===== src/rtl/block_serial_carry_skip_subtractor.sv =====
// ----------------------------------------------------------------------------
// block_serial_carry_skip_subtractor
//
// Multi-cycle subtractor: diff = a - b - bin, evaluated one BLOCK_SIZE-bit
// slice per clock, LSB slice first. Internally the subtraction is done as
// a + ~b + ~bin, so the running carry c starts at ~bin and bout = ~carry_out.
// Each block uses carry-skip partitioning: when every real bit of the block
// propagates (a_i == b_i), the block carry-out is taken straight from the
// block carry-in and skip_cnt counts the block. The skip and ripple paths are
// bit-identical; skip only affects skip_cnt.
//
// Ports
//   clk        rising-edge clock
//   rst_n      asynchronous active-low reset (aborts any operation)
//   in_valid   operand request; accepted when in_ready (IDLE only)
//   in_ready   high only in IDLE
//   a, b, bin  minuend, subtrahend, borrow in (captured at accept)
//   out_valid  result valid; held until out_ready
//   out_ready  result accepted (ignored outside DONE)
//   diff       difference mod 2^N (meaningful only while out_valid)
//   bout       borrow out, 1 when a < b + bin
//   busy       high in RUN or DONE
//   skip_cnt   number of blocks whose carry took the skip path
// ----------------------------------------------------------------------------

// One bit of the a + ~b chain: propagate, sum and carry-out.
module bscs_cell (
    input  logic a,
    input  logic nb,
    input  logic ci,
    output logic s,
    output logic p,
    output logic co
);
    assign p  = a ^ nb;
    assign s  = p ^ ci;
    assign co = (a & nb) | (p & ci);
endmodule

module block_serial_carry_skip_subtractor #(
    parameter int N          = 8,
    parameter int BLOCK_SIZE = 2
) (
    input  logic                 clk,
    input  logic                 rst_n,
    input  logic                 in_valid,
    output logic                 in_ready,
    input  logic [N-1:0]         a,
    input  logic [N-1:0]         b,
    input  logic                 bin,
    output logic                 out_valid,
    input  logic                 out_ready,
    output logic [N-1:0]         diff,
    output logic                 bout,
    output logic                 busy,
    output logic [$clog2((N + BLOCK_SIZE - 1) / BLOCK_SIZE + 1)-1:0] skip_cnt
);

    localparam int NB = (N + BLOCK_SIZE - 1) / BLOCK_SIZE;
    localparam int PW = NB * BLOCK_SIZE;
    // Wide enough to hold NB itself, so blk and skip_cnt share the width.
    localparam int CW = $clog2(NB + 1);

    typedef enum logic [1:0] {
        IDLE = 2'd0,
        RUN  = 2'd1,
        DONE = 2'd2
    } state_t;

    state_t          state;
    logic [N-1:0]    a_q;
    logic [N-1:0]    b_q;
    logic            c;      // running carry; holds ~bin before block 0
    logic [CW-1:0]   blk;

    // ------------------------------------------------------------------
    // Slice selection. Operands are zero-padded up to whole blocks; a pad
    // bit then has a=0, ~b=1, so it propagates and never generates. That
    // lets a partial last block use the same cell chain and the same
    // all-propagate skip test while only its real bits decide the result.
    // ------------------------------------------------------------------
    logic [PW-1:0]                a_pad;
    logic [PW-1:0]                b_pad;
    logic [NB-1:0][BLOCK_SIZE-1:0] a_blk;
    logic [NB-1:0][BLOCK_SIZE-1:0] b_blk;
    logic [NB:0][BLOCK_SIZE-1:0]   a_acc;
    logic [NB:0][BLOCK_SIZE-1:0]   b_acc;
    logic [BLOCK_SIZE-1:0]         a_sl;
    logic [BLOCK_SIZE-1:0]         nb_sl;

    always_comb begin
        a_pad        = '0;
        b_pad        = '0;
        a_pad[N-1:0] = a_q;
        b_pad[N-1:0] = b_q;
    end

    assign a_blk    = a_pad;
    assign b_blk    = b_pad;
    assign a_acc[0] = '0;
    assign b_acc[0] = '0;

    // AND-OR mux over blocks keyed on blk.
    for (genvar k = 0; k < NB; k++) begin : g_sel
        logic hit;
        assign hit        = (blk == CW'(k));
        assign a_acc[k+1] = a_acc[k] | (hit ? a_blk[k] : '0);
        assign b_acc[k+1] = b_acc[k] | (hit ? b_blk[k] : '0);
    end

    assign a_sl  = a_acc[NB];
    assign nb_sl = ~b_acc[NB];

    // ------------------------------------------------------------------
    // Ripple chain for the current block.
    // ------------------------------------------------------------------
    logic [BLOCK_SIZE:0]   cc;
    logic [BLOCK_SIZE-1:0] s_sl;
    logic [BLOCK_SIZE-1:0] p_sl;
    logic                  skip;
    logic                  blk_co;
    logic                  last;
    logic [N-1:0]          diff_nxt;

    assign cc[0] = c;

    for (genvar j = 0; j < BLOCK_SIZE; j++) begin : g_cell
        bscs_cell u_cell (
            .a  (a_sl[j]),
            .nb (nb_sl[j]),
            .ci (cc[j]),
            .s  (s_sl[j]),
            .p  (p_sl[j]),
            .co (cc[j+1])
        );
    end

    assign skip   = &p_sl;
    assign blk_co = skip ? c : cc[BLOCK_SIZE];
    assign last   = (blk == CW'(NB - 1));

    // Only the bits of the block being processed change; others hold.
    for (genvar gi = 0; gi < N; gi++) begin : g_diff
        assign diff_nxt[gi] = (blk == CW'(gi / BLOCK_SIZE)) ? s_sl[gi % BLOCK_SIZE]
                                                          : diff[gi];
    end

    // ------------------------------------------------------------------
    // Control FSM with registered handshake outputs.
    // ------------------------------------------------------------------
    always_ff @(posedge clk or negedge rst_n) begin
        if (!rst_n) begin
            state     <= IDLE;
            in_ready  <= 1'b1;
            out_valid <= 1'b0;
            busy      <= 1'b0;
            diff      <= '0;
            bout      <= 1'b0;
            skip_cnt  <= '0;
            a_q       <= '0;
            b_q       <= '0;
            c         <= 1'b0;
            blk       <= '0;
        end else begin
            case (state)
                IDLE: begin
                    if (in_valid && in_ready) begin
                        // bin is folded into the initial carry.
                        a_q      <= a;
                        b_q      <= b;
                        c        <= ~bin;
                        blk      <= '0;
                        skip_cnt <= '0;
                        in_ready <= 1'b0;
                        busy     <= 1'b1;
                        state    <= RUN;
                    end
                end
                RUN: begin
                    diff <= diff_nxt;
                    c    <= blk_co;
                    blk  <= blk + CW'(1);
                    if (skip)
                        skip_cnt <= skip_cnt + CW'(1);
                    if (last) begin
                        bout      <= ~blk_co;
                        out_valid <= 1'b1;
                        state     <= DONE;
                    end
                end
                DONE: begin
                    if (out_ready) begin
                        out_valid <= 1'b0;
                        busy      <= 1'b0;
                        in_ready  <= 1'b1;
                        state     <= IDLE;
                    end
                end
                default: begin
                    state     <= IDLE;
                    in_ready  <= 1'b1;
                    out_valid <= 1'b0;
                    busy      <= 1'b0;
                end
            endcase
        end
    end

endmodule

===== config.mk =====
export PLATFORM = sky130hd
export DESIGN_NAME = block_serial_carry_skip_subtractor
export DESIGN_NICKNAME = d
export VERILOG_FILES = /design/src/rtl/block_serial_carry_skip_subtractor.sv
export SDC_FILE = /design/constraint.sdc
export NUM_CORES = 1
export LEC_CHECK = 0
export CAP_MARGIN = 20
export CORE_MARGIN = 5
export CORE_UTILIZATION = 36
export CTS_BUF_LIST = sky130_fd_sc_hd__clkbuf_8
export DETAILED_ROUTE_END_ITERATION = 16
export GPL_ROUTABILITY_DRIVEN = 0
export GPL_TIMING_DRIVEN = 0
export SYNTH_ARGS = -nofsm -noshare
export SYNTH_HDL_FRONTEND = slang
export SYNTH_SLANG_ARGS = --single-unit

===== constraint.sdc =====
create_clock -name clk -period 2.47 [get_ports clk]
set_clock_uncertainty 0.15 [all_clocks]
set_input_delay 0.494 -clock clk [delete_from_list [all_inputs] [get_ports clk]]
set_output_delay 0.494 -clock clk [all_outputs]
set_load 0.01 [all_outputs]

==> summary.md, run 1 <==
| Metric | Value |
|---|---|
| Top post-synthesis cells by area | `dfrtp_1, nand2_1, mux2_2, ha_1, a222oi_1` |
| Most frequent cell after synthesis | `nand2_1` |
| CP max-delay cell | `fa_2` |
| Vias post-DR | `1377` |
| Area grow syn2layout | `35.67%` |
| Worst R2R End | `diff[7]` |
| Crit path top cell by count | `fa_2` |
| Drt wl/cell | `14.40 um` |
| Num CTS Buffers | `5` |
| Setup crit end | `diff[7]` |
| H-tree levels | `2` |
| Cells after Synth | `167` |
| Synthesized cell area | `1782 sq um` |
| VDD IR max | `~0.42 mV` |
| Reg2Reg Setup Slack | `-0.15 ns` |
| Logic pwr share | `0.505` |
| Max Fclk | `0.3821 GHz` |
| CP required | `2.49 ns` |
| Ys async rst share | `1.000` |
| Rel. slew slack | `0.4647` |
| Max clock buf depth | `2` |
| CP bufs+invs | `1` |
| Die Wd | `around 80 um` |
| Ratio of cells with drive above 1 in the final layout | `0.2233` |
| Fin crit share | `1.059` |
| Top_reg_cell synth | `dfrtp_1` |
| DRC violations left | `0` |
| Final count of hold timing violations | `0` |
| Endpoints failing setup | `7` |
| Yosys cell types | `30` |
| CP Launch Point | `blk[1]` |
| Top cell type's share of synthesized area | `0.5056` |
| CTS tree | `yes` |
| Worst hold path type | `primary input to asynchronous set/reset pin` |
| Finished Cell Area | `around 2400 sq um` |
| Die H | `roughly 80 um` |
| Number of buffers added on ports | `35` |
| Switching share of power | `0.3691` |
| Slew Limit Fails | `0` |
| Slew @ Worst Pin | `roughly 0.8 ns` |
| DP HPWL | `2947 um` |
| WP data arrival | `approximately 2.6 ns` |
| CP endpoint kind | `flop` |
| Power Density | `1202 nW/um^2` |
| Violated checks | `setup timing` |
| Initial Util | `0.3747` |
| Yosys synthesis warning count | `0` |
| Sequential share of power | `0.359` |
| Worst slack, placed | `-0.2151 ns` |
| Post-synthesis sequential area ratio | `0.5204` |
| Max-Cap Viols | `0` |
| Commonest cells in the netlist | `nand2_1, dfrtp_1, mux2_2` |
| Crit path time final | `2.617 ns` |
| Switching power | `1072 uW` |
| Non-filler cells, final | `282` |
| Diodes inserted | `0` |
| RR Startpoint | `blk[1]` |
| Post-synth EDFFs | `0` |
| CTS root buf | `clkbuf_8` |
| Final setup margin | `-0.1468 ns` |
| Total gr overflow | `0` |
| Run status | `finished with violations` |
| Unrepaired setup endpoints after global routing | `yes` |
| Synth area leader | `dfrtp_1` |
| Vias in the first global route | `1480` |
| Reg2reg path depth | `7` |
| Clock latency on the worst-skew pair | `0.28 ns` |
| # clock sinks | `37` |
| CTS Hold Bufs | `0` |
| First-pass GRT wire length | `about 7000 um` |
| Routed Antenna Nets | `0` |
| CP delay by family, top | `adder cells` |
| Filler cells | `441` |
| Rows | `25` |
| Int Pwr | `1833 uW` |
| Syn avg cell area | `around 11 sq um` |
| Area of the die | `around 6500 sq um` |
| Crit-path max cell delay | `0.46 ns` |
| Critical path depth | `7` |
| Initial antenna violation count | `0` |
| Clock-pin slew on the worst setup and hold paths | `0.07 ns` |
| Ordered cell list for the critical path | `buf_6 > ha_4 > a222oi_1 > o21ai_2 > fa_2 > fa_2 > mux2_4` |
| Critical Path Source Type | `flop` |
| Maximum fanout along the worst path | `5` |
| Crit Path Class | `flop to flop` |
| NumNets Final | `245` |
| Syn_nets | `198` |
| Iter 0 DRT Violations | `74` |
| DR vias/cell | `4.883` |
| Drt first pass iters | `4` |
| Static Leak | `0.001120 uW` |
| I/O pin count | `36` |
| Placed Cells incl. Taps | `269` |
| Final wirelength | `4062 um` |
| CORE AREA | `approximately 4800 sq um` |
| Post-DP Area | `2218 sq um` |
| Fin Hold WS | `around 0.14 ns` |
| Yosys reg bits | `37` |
| Total track usage | `0.1403` |
| Clock power share | `0.137` |
| Largest net degree at the start of global routing | `38` |
==> cell type report <==
type	instances	area (sq um)	area share
Inverter	4	15.01	0.006211
Timing Repair Buffer	40	386.6	0.1599
Tap cell	67	83.83	0.03468
Multi-Input combinational cell	119	858.3	0.3551
Clock buffer	5	68.82	0.02847
Clock inverter	3	13.76	0.005694
Sequential cell	37	928.4	0.3841
Buffer	7	62.56	0.02588
==> kinds of logic (layout without fill, tap and decap cells) <==
| kind of cell | count (synthesis) | count (layout) | share of synthesized area |
|---|---|---|---|
| buffers and inverters | 11 | 59 | 0.04143 |
| DFF | 37 | 37 | 0.5204 |
| and+or+nand+nor | 75 | 75 | 0.1987 |
| adders and majority gates | 10 | 10 | 0.07865 |
| AOI/OAI and AO/OA | 22 | 22 | 0.08638 |
| muxes | 12 | 12 | 0.07444 |
==> routing by layer <==
metal  share of wire  track usage  vias up
met5               0            0        -
met4           0.019      0.05068        0
met3           0.064      0.04260        9
met2            0.48       0.2318       50
met1            0.44       0.1722      662
li1                -            -      656
==> sequential cells by signal, indices dropped and copies added (netlist names), named ones only <==
signal and count:
a_blk 8, b_blk 8, blk 3, bout 1, busy 1, diff 8
in_ready 1, out_valid 1, skip_cnt 3, state 2
==> repair_timing <==
action                                  in CTS  in global routing
endpoints found under the setup margin       9                 11
gates resized for setup                      9                 10
pin swaps                                    2                  2
buffers inserted                             2                  3
cloned                                       0                  0
==> metrics by stage <==
step | setup TNS (ns) | total power, uW | utilization
finish | -0.7224 | 2905 | 0.5084
global route | -1.426 | 3120 | 0.5084
CTS | -0.5723 | 2808 | 0.4950
detailed placement | -1.246 | 2302 | 0.4666
global placement | -2.004 | 2233 | 0.4676
floorplan | 0 | 1803 | -
==> worst min-delay path by stage <==
stage / slack (ns) / cells past startpoint / start / end
global route: 0.23 / 1 / rst_n / diff[6]
floorplan: 0.05 / 0 / rst_n / asynchronous set/reset pin
global placement: 0.31 / 2 / b_blk[5] / b_blk[5]
detailed placement: 0.32 / 2 / a_blk[3] / a_blk[3]
finish: 0.14 / 1 / rst_n / state[1]
CTS: 0.17 / 1 / rst_n / state[1]
==> power by group through the flow <==
stage	Clock (uW)	Combinational, uW	Sequential [uW]
2_1_floorplan	0	760	1040
3_3_place_gp	0	1210	1030
3_5_place_dp	0	1260	1040
4_1_cts	410	1360	1040
5_1_grt	433	1610	1080
6_report	397	1470	1040
==> cells in the final DEF, fill, tap and decap left out, drive strengths merged, types with 2 or more instances in the layout <==
cell and n:
nand3 3, dfrtp 36, ha 8, nor2 6, nand2 54, mux2 10, nor2b 3, a21oi 4
a22o 2, a222oi 4, clkinv 2, nand2b 2, mux2i 2, fa 2, clkdlybuf4s50 34, and3 3
buf 13, o21ai 7, inv 5, clkbuf 5
No activity file was read; power rests on OpenSTA's default activity.
==> run 2, diff against run 1 <==
--- a/config.mk
+++ b/config.mk
@@ -5,13 +5,14 @@
 export SDC_FILE = /design/constraint.sdc
 export NUM_CORES = 1
 export LEC_CHECK = 0
-export CAP_MARGIN = 20
+export CAP_MARGIN = 10
 export CORE_MARGIN = 5
 export CORE_UTILIZATION = 36
 export CTS_BUF_LIST = sky130_fd_sc_hd__clkbuf_8
 export DETAILED_ROUTE_END_ITERATION = 16
 export GPL_ROUTABILITY_DRIVEN = 0
 export GPL_TIMING_DRIVEN = 0
+export PLACE_DENSITY_LB_ADDON = 0.2
 export SYNTH_ARGS = -nofsm -noshare
 export SYNTH_HDL_FRONTEND = slang
 export SYNTH_SLANG_ARGS = --single-unit
==> summary.md, run 2 (same netlist as run 1, synthesis figures left out) <==
| Metric | Value |
|---|---|
| Final setup margin | `-0.2308 ns (was -0.1468 ns)` |
| H-tree levels | `2 (unchanged)` |
| First-pass GRT wire length | `6755 um (was 6900 um)` |
| CTS tree | `yes (unchanged)` |
| # clock sinks | `37 (unchanged)` |
| Multi-input gate area | `845.8 sq um (was 858.3 sq um)` |
| Final wirelength | `4037 um (was 4062 um)` |
| CORE AREA | `4755 sq um (unchanged)` |
| Vias in the first global route | `1423 (was 1480)` |
| Crit Path Class | `flop to flop (unchanged)` |
| Die Wd | `80.35 um (unchanged)` |
| DRC violations left | `0 (unchanged)` |
| Rows | `25 (unchanged)` |
| Commonest cells after routing, fill and taps aside | `nand2_1, dfrtp_1, clkdlybuf4s50_1, buf_4, mux2_2 (was nand2_1, dfrtp_1, clkdlybuf4s50_1, mux2_2)` |
| Rel. slew slack | `0.4515 (was 0.4647)` |
| Run status | `finished with violations (unchanged)` |
| Area of the die | `6456 sq um (unchanged)` |
| Filler cells | `449 (was 441)` |
| Static Leak | `0.001116 uW (was 0.001120 uW)` |
| Initial antenna violation count | `0 (unchanged)` |
| CP endpoint kind | `flop (unchanged)` |
| Iter 0 DRT Violations | `95 (was 74)` |
| Area grow syn2layout | `35.81% (was 35.67%)` |
| NumNets Final | `247 (was 245)` |
| Max Fclk | `0.3703 GHz (was 0.3821 GHz)` |
| Reg2Reg Setup Slack | `-0.23 ns (was -0.15 ns)` |
| Worst R2R End | `diff[5] (was diff[7])` |
| Worst hold path type | `primary input to asynchronous set/reset pin (unchanged)` |
| Final count of hold timing violations | `0 (unchanged)` |
| Initial Util | `0.3747 (unchanged)` |
| Setup_tns | `-1.537 ns (was -0.7224 ns)` |
| Ratio of cells with drive above 1 in the final layout | `0.2442 (was 0.2233)` |
| Crit path top cell by count | `fa_2 (unchanged)` |
| Tot Pwr | `2914 uW (was 2905 uW)` |
| Worst slack, placed | `-0.2388 ns (was -0.2151 ns)` |
| Vias post-DR | `1365 (was 1377)` |
| Most common cell after layout, fill and taps aside | `nand2_1 (unchanged)` |
| Fin crit share | `1.093 (was 1.059)` |
| CTS root buf | `clkbuf_8 (unchanged)` |
| Total gr overflow | `0 (unchanged)` |
| Clock latency on the worst-skew pair | `0.29 ns (was 0.28 ns)` |
| CP max-delay cell | `fa_2 (unchanged)` |
| Number of buffers added on ports | `35 (unchanged)` |
| Total track usage | `0.1372 (was 0.1403)` |
| Crit-path max cell delay | `0.49 ns (was 0.46 ns)` |
| DR vias/cell | `4.806 (was 4.883)` |
| VDD IR max | `0.3854 mV (was 0.4213 mV)` |
| Unrepaired setup endpoints after global routing | `yes (unchanged)` |
| WP data arrival | `2.73 ns (was 2.64 ns)` |
| RR Startpoint | `blk[1] (unchanged)` |
| Ordered cell list for the critical path | `buf_6 > ha_4 > a222oi_1 > o21ai_1 > fa_2 > fa_2 > mux2_4 (was buf_6 > ha_4 > a222oi_1 > o21ai_2 > fa_2 > fa_2 > mux2_4)` |
| DP HPWL | `2806 um (was 2947 um)` |
| Slew @ Worst Pin | `0.8227 ns (was 0.8030 ns)` |
| Routed Antenna Nets | `0 (unchanged)` |
| Num CTS Buffers | `5 (unchanged)` |
| Largest net degree at the start of global routing | `38 (unchanged)` |
| Die H | `80.35 um (unchanged)` |
| Violated checks | `setup timing (unchanged)` |
| Endpoints failing setup | `9 (was 7)` |
| Max clock buf depth | `2 (unchanged)` |
| I/O pin count | `36 (unchanged)` |
| Power Density | `1204 nW/um^2 (was 1202 nW/um^2)` |
| Maximum fanout along the worst path | `4 (was 5)` |
| Reg2reg path depth | `7 (unchanged)` |
| Crit path time final | `2.701 ns (was 2.617 ns)` |
| Max-Cap Viols | `0 (unchanged)` |
| Diodes inserted | `0 (unchanged)` |
| Clock-pin slew on the worst setup and hold paths | `0.08 ns (was 0.07 ns)` |
| Drt wl/cell | `14.21 um (was 14.40 um)` |
| Slew Limit Fails | `0 (unchanged)` |
| Drt first pass iters | `5 (was 4)` |
| CP required | `2.50 ns (was 2.49 ns)` |
| Register area | `928.4 sq um (unchanged)` |
| Critical Path Source Type | `flop (unchanged)` |
run 2: through the flow:
| stage | cells | hold WS [ns] | instance area [sq um] | util |
|---|---|---|---|---|
| 5_1_grt | 284 | 0.2216 | 2420 | 0.5089 |
| 4_1_cts | 282 | 0.1679 | 2401 | 0.5050 |
| 3_5_place_dp | 269 | 0.3141 | 2218 | 0.4666 |
| 3_3_place_gp | 269 | 0.3123 | 2223 | 0.4676 |
| 2_1_floorplan | 167 | 0.04841 | 1789 | - |
| 6_report | 284 | 0.1441 | 2420 | 0.5089 |
run 2: worst max-delay path by stage:
stage / startpoint / endpoint / cells past startpoint
after global routing: blk[1] / diff[5] / 7
after detailed placement: blk[0] / diff[5] / 7
final: blk[1] / diff[5] / 7
after global placement: blk[1] / diff[5] / 7
after floorplan: blk[0] / diff[1] / 6
after CTS: blk[1] / diff[5] / 7
run 2: per-layer routing:
layer | up-vias | global-route usage | wire, um | share of wire
met3 | 9 | 0.04596 | 256 | 0.063
met2 | 40 | 0.2185 | 1931 | 0.48
met5 | - | 0 | 0 | 0
li1 | 663 | - | - | -
met4 | 0 | 0.06250 | 98 | 0.024
met1 | 653 | 0.1673 | 1750 | 0.43
run 2: power by group:
group          switching, uW  total (uW)  internal [uW]
combinational            677        1450            774
sequential               177        1040            865
clock                    227         422            195
total                   1080        2910           1830
run 2: cell type report:
class	instances	share of cell area
multi-input combinational	119	0.3495
clock buffer	5	0.02844
buffer	6	0.02120
sequential	37	0.3837
clock inverter	3	0.007239
inverter	4	0.006205
tap	67	0.03464
timing repair buffer	43	0.1691
run 2: what timing repair did:
action                     CTS  global route
setup endpoints to repair    9            13
pin swaps                    8             7
setup buffers                6             2
hold buffers                 0             0
resized for setup           18             1
run 2: critical path: cells and delay by family (launching register included):
| kind | cells | cell delay (ns) |
|---|---|---|
| buffers and inverters | 1 | 0.14 |
| flip-flops | 1 | 0.43 |
| adder cells (fa/ha/maj) | 3 | 1.05 |
| multiplexers | 1 | 0.27 |
| AO/OA/AOI/OAI | 2 | 0.55 |
==> run 3, diff against run 2 <==
--- a/config.mk
+++ b/config.mk
@@ -13,6 +13,7 @@
 export GPL_ROUTABILITY_DRIVEN = 0
 export GPL_TIMING_DRIVEN = 0
 export PLACE_DENSITY_LB_ADDON = 0.2
+export RECOVER_POWER = 100
 export SYNTH_ARGS = -nofsm -noshare
 export SYNTH_HDL_FRONTEND = slang
 export SYNTH_SLANG_ARGS = --single-unit
==> summary.md, run 3 (same netlist as run 1, synthesis figures left out) <==
| Metric | Value |
|---|---|
| # clock sinks | `37 (unchanged)` |
| DR vias/cell | `4.775 (was 4.806)` |
| Commonest cells after routing, fill and taps aside | `nand2_1, dfrtp_1, clkdlybuf4s50_1, dlygate4sd3_1, buf_4 (was nand2_1, dfrtp_1, clkdlybuf4s50_1, buf_4, mux2_2)` |
| Logic pwr share | `0.491 (was 0.498)` |
| Static Leak | `0.001120 uW (was 0.001116 uW)` |
| Total gr overflow | `0 (unchanged)` |
| Max-Cap Viols | `1 (was 0)` |
| VDD IR max | `0.3850 mV (was 0.3854 mV)` |
| CP bufs+invs | `1 (unchanged)` |
| Crit-path max cell delay | `0.49 ns (about the same)` |
| Crit Path Class | `flop to flop (unchanged)` |
| Diodes inserted | `0 (unchanged)` |
| Violated checks | `capacitance limit, slew limit, setup timing (was setup timing)` |
| Initial Util | `0.3747 (unchanged)` |
| CP max-delay cell | `fa_2 (unchanged)` |
| Area of the die | `6456 sq um (unchanged)` |
| Fin Hold WS | `0.3332 ns (was 0.1441 ns)` |
| Most common cell after layout, fill and taps aside | `nand2_1 (unchanged)` |
| Area grow syn2layout | `34.76% (was 35.81%)` |
| Reg2Reg Setup Slack | `-0.21 ns (was -0.23 ns)` |
| NumNets Final | `247 (unchanged)` |
| Filler cells | `454 (was 449)` |
| H-tree levels | `2 (unchanged)` |
| Run status | `finished with violations (unchanged)` |
| Initial antenna violation count | `0 (unchanged)` |
| Die Wd | `80.35 um (unchanged)` |
| Met2 Use GR | `0.2185 (unchanged)` |
| Unrepaired setup endpoints after global routing | `yes (unchanged)` |
| Clock latency on the worst-skew pair | `0.29 ns (about the same)` |
| Ratio of cells with drive above 1 in the final layout | `0.2212 (was 0.2442)` |
| CP endpoint kind | `flop (unchanged)` |
| Final count of hold timing violations | `0 (unchanged)` |
| Endpoints failing setup | `9 (unchanged)` |
| CP Launch Point | `blk[1] (unchanged)` |
| Drt first pass iters | `5 (unchanged)` |
| CP delay by family, top | `adder cells (unchanged)` |
| Max clock buf depth | `2 (unchanged)` |
| Routed Antenna Nets | `0 (unchanged)` |
| RR Startpoint | `blk[1] (unchanged)` |
| Vias post-DR | `1356 (was 1365)` |
| Ordered cell list for the critical path | `buf_6 > ha_4 > a222oi_1 > o21ai_1 > fa_2 > fa_2 > mux2_4 (unchanged)` |
| Slew @ Worst Pin | `1.964 ns (was 0.8227 ns)` |
| Largest net degree at the start of global routing | `38 (unchanged)` |
| CORE AREA | `4755 sq um (unchanged)` |
| DRC violations left | `0 (unchanged)` |
| Die H | `80.35 um (unchanged)` |
| Num CTS Buffers | `5 (unchanged)` |
| Met3 usage | `0.04596 (unchanged)` |
| Switching power | `1074 uW (was 1081 uW)` |
| Reg2reg path depth | `7 (unchanged)` |
| Critical Path Source Type | `flop (unchanged)` |
| Setup crit end | `diff[5] (unchanged)` |
| Rows | `25 (unchanged)` |
| GR Layer Usage met1 | `0.1673 (unchanged)` |
| Rel. slew slack | `-0.3094 (was 0.4515)` |
| Most Crowded Layer GR | `met2 (unchanged)` |
| Vias in the first global route | `1423 (unchanged)` |
| Multi-input gate area | `845.8 sq um (unchanged)` |
| Switching share of power | `0.3743 (was 0.3709)` |
| Int Pwr | `1796 uW (was 1833 uW)` |
| Crit path time final | `2.676 ns (was 2.701 ns)` |
| Register area | `928.4 sq um (unchanged)` |
| CTS root buf | `clkbuf_8 (unchanged)` |
| Power Density | `1195 nW/um^2 (was 1204 nW/um^2)` |
| I/O pin count | `36 (unchanged)` |
| Iter 0 DRT Violations | `90 (was 95)` |
| Crit path top cell by count | `fa_2 (unchanged)` |
| CP required | `2.50 ns (about the same)` |
| Slew Limit Fails | `38 (was 0)` |
| Critical path depth | `7 (unchanged)` |
| WP data arrival | `2.71 ns (was 2.73 ns)` |
| Number of buffers added on ports | `35 (unchanged)` |
| First-pass GRT wire length | `6755 um (unchanged)` |
| Drt wl/cell | `14.12 um (was 14.21 um)` |
| Worst R2R End | `diff[5] (unchanged)` |
| Max Fclk | `0.3737 GHz (was 0.3703 GHz)` |
| Post-Route Utilization | `0.5050 (was 0.5089)` |
| Final wirelength | `4009 um (was 4037 um)` |
| CTS tree | `yes (unchanged)` |
| Total track usage | `0.1372 (unchanged)` |
| Clock power share | `0.147 (was 0.145)` |
| Clock-pin slew on the worst setup and hold paths | `0.08 ns (about the same)` |
| Worst slack, placed | `-0.2388 ns (unchanged)` |
| Fin crit share | `1.084 (was 1.093)` |
| CTS Hold Bufs | `0 (unchanged)` |
| Final setup margin | `-0.2063 ns (was -0.2308 ns)` |
| Maximum fanout along the worst path | `4 (unchanged)` |
| Worst hold path type | `flop to flop (was primary input to asynchronous set/reset pin)` |
| DP HPWL | `2806 um (unchanged)` |
| Sequential share of power | `0.361 (was 0.357)` |
run 3: through the flow:
| stage | instance area (sq um) | setup TNS (ns) | cells | total power [uW] |
|---|---|---|---|---|
| 6_report | 2401 | -1.442 | 284 | 2870 |
| 5_1_grt | 2401 | -3.166 | 284 | 3097 |
| 4_1_cts | 2401 | -0.9884 | 282 | 2882 |
| 3_5_place_dp | 2218 | -1.418 | 269 | 2277 |
| 3_3_place_gp | 2223 | -2.642 | 269 | 2220 |
| 2_1_floorplan | 1789 | 0 | 167 | 1803 |
run 3: worst min-delay path, stage by stage (launching register included):
cell	delay (ns)
dfrtp_1	0.35
nand2_1	0.06
nand2_1	0.05
run 3: repair_timing:
action	4_1_cts	5_1_grt
resized for setup	18	1
setup buffers	6	2
hold endpoints to repair	0	0
pin swaps	8	7
setup endpoints to repair	9	13
run 3: metal layers:
| layer | vias to the layer above | part of all wire | wire (um) |
|---|---|---|---|
| li1 | 662 | - | - |
| met1 | 648 | 0.44 | 1762 |
| met2 | 36 | 0.48 | 1907 |
| met3 | 10 | 0.060 | 241 |
| met4 | 0 | 0.024 | 98 |
| met5 | - | 0 | 0 |
run 3: layout make-up:
class | instances | share of cell area
buffer | 6 | 0.01407
timing repair buffer | 43 | 0.1699
inverter | 4 | 0.006253
sequential | 37 | 0.3867
clock buffer | 5 | 0.02866
clock inverter | 3 | 0.007295
multi-input combinational | 119 | 0.3523
tap | 67 | 0.03491
run 3: how the worst min path moves through the flow:
stage / from / slack (ns) / endpoint / cells after the start
global placement: a_blk[1] / 0.31 / a_blk[1] / 2
CTS: rst_n / 0.17 / diff[6] / 1
detailed placement: a_blk[7] / 0.31 / a_blk[7] / 2
global route: a_blk[7] / 0.34 / a_blk[7] / 2
finish: a_blk[7] / 0.33 / a_blk[7] / 2
floorplan: rst_n / 0.05 / asynchronous set/reset pin / 0
run 3: power groups by stage:
stage	Clock, uW	Sequential (uW)	Combinational, uW
floorplan	0	1040	760
global placement	0	1020	1200
detailed placement	0	1040	1240
CTS	434	1040	1410
global route	448	1070	1580
finish	423	1040	1410
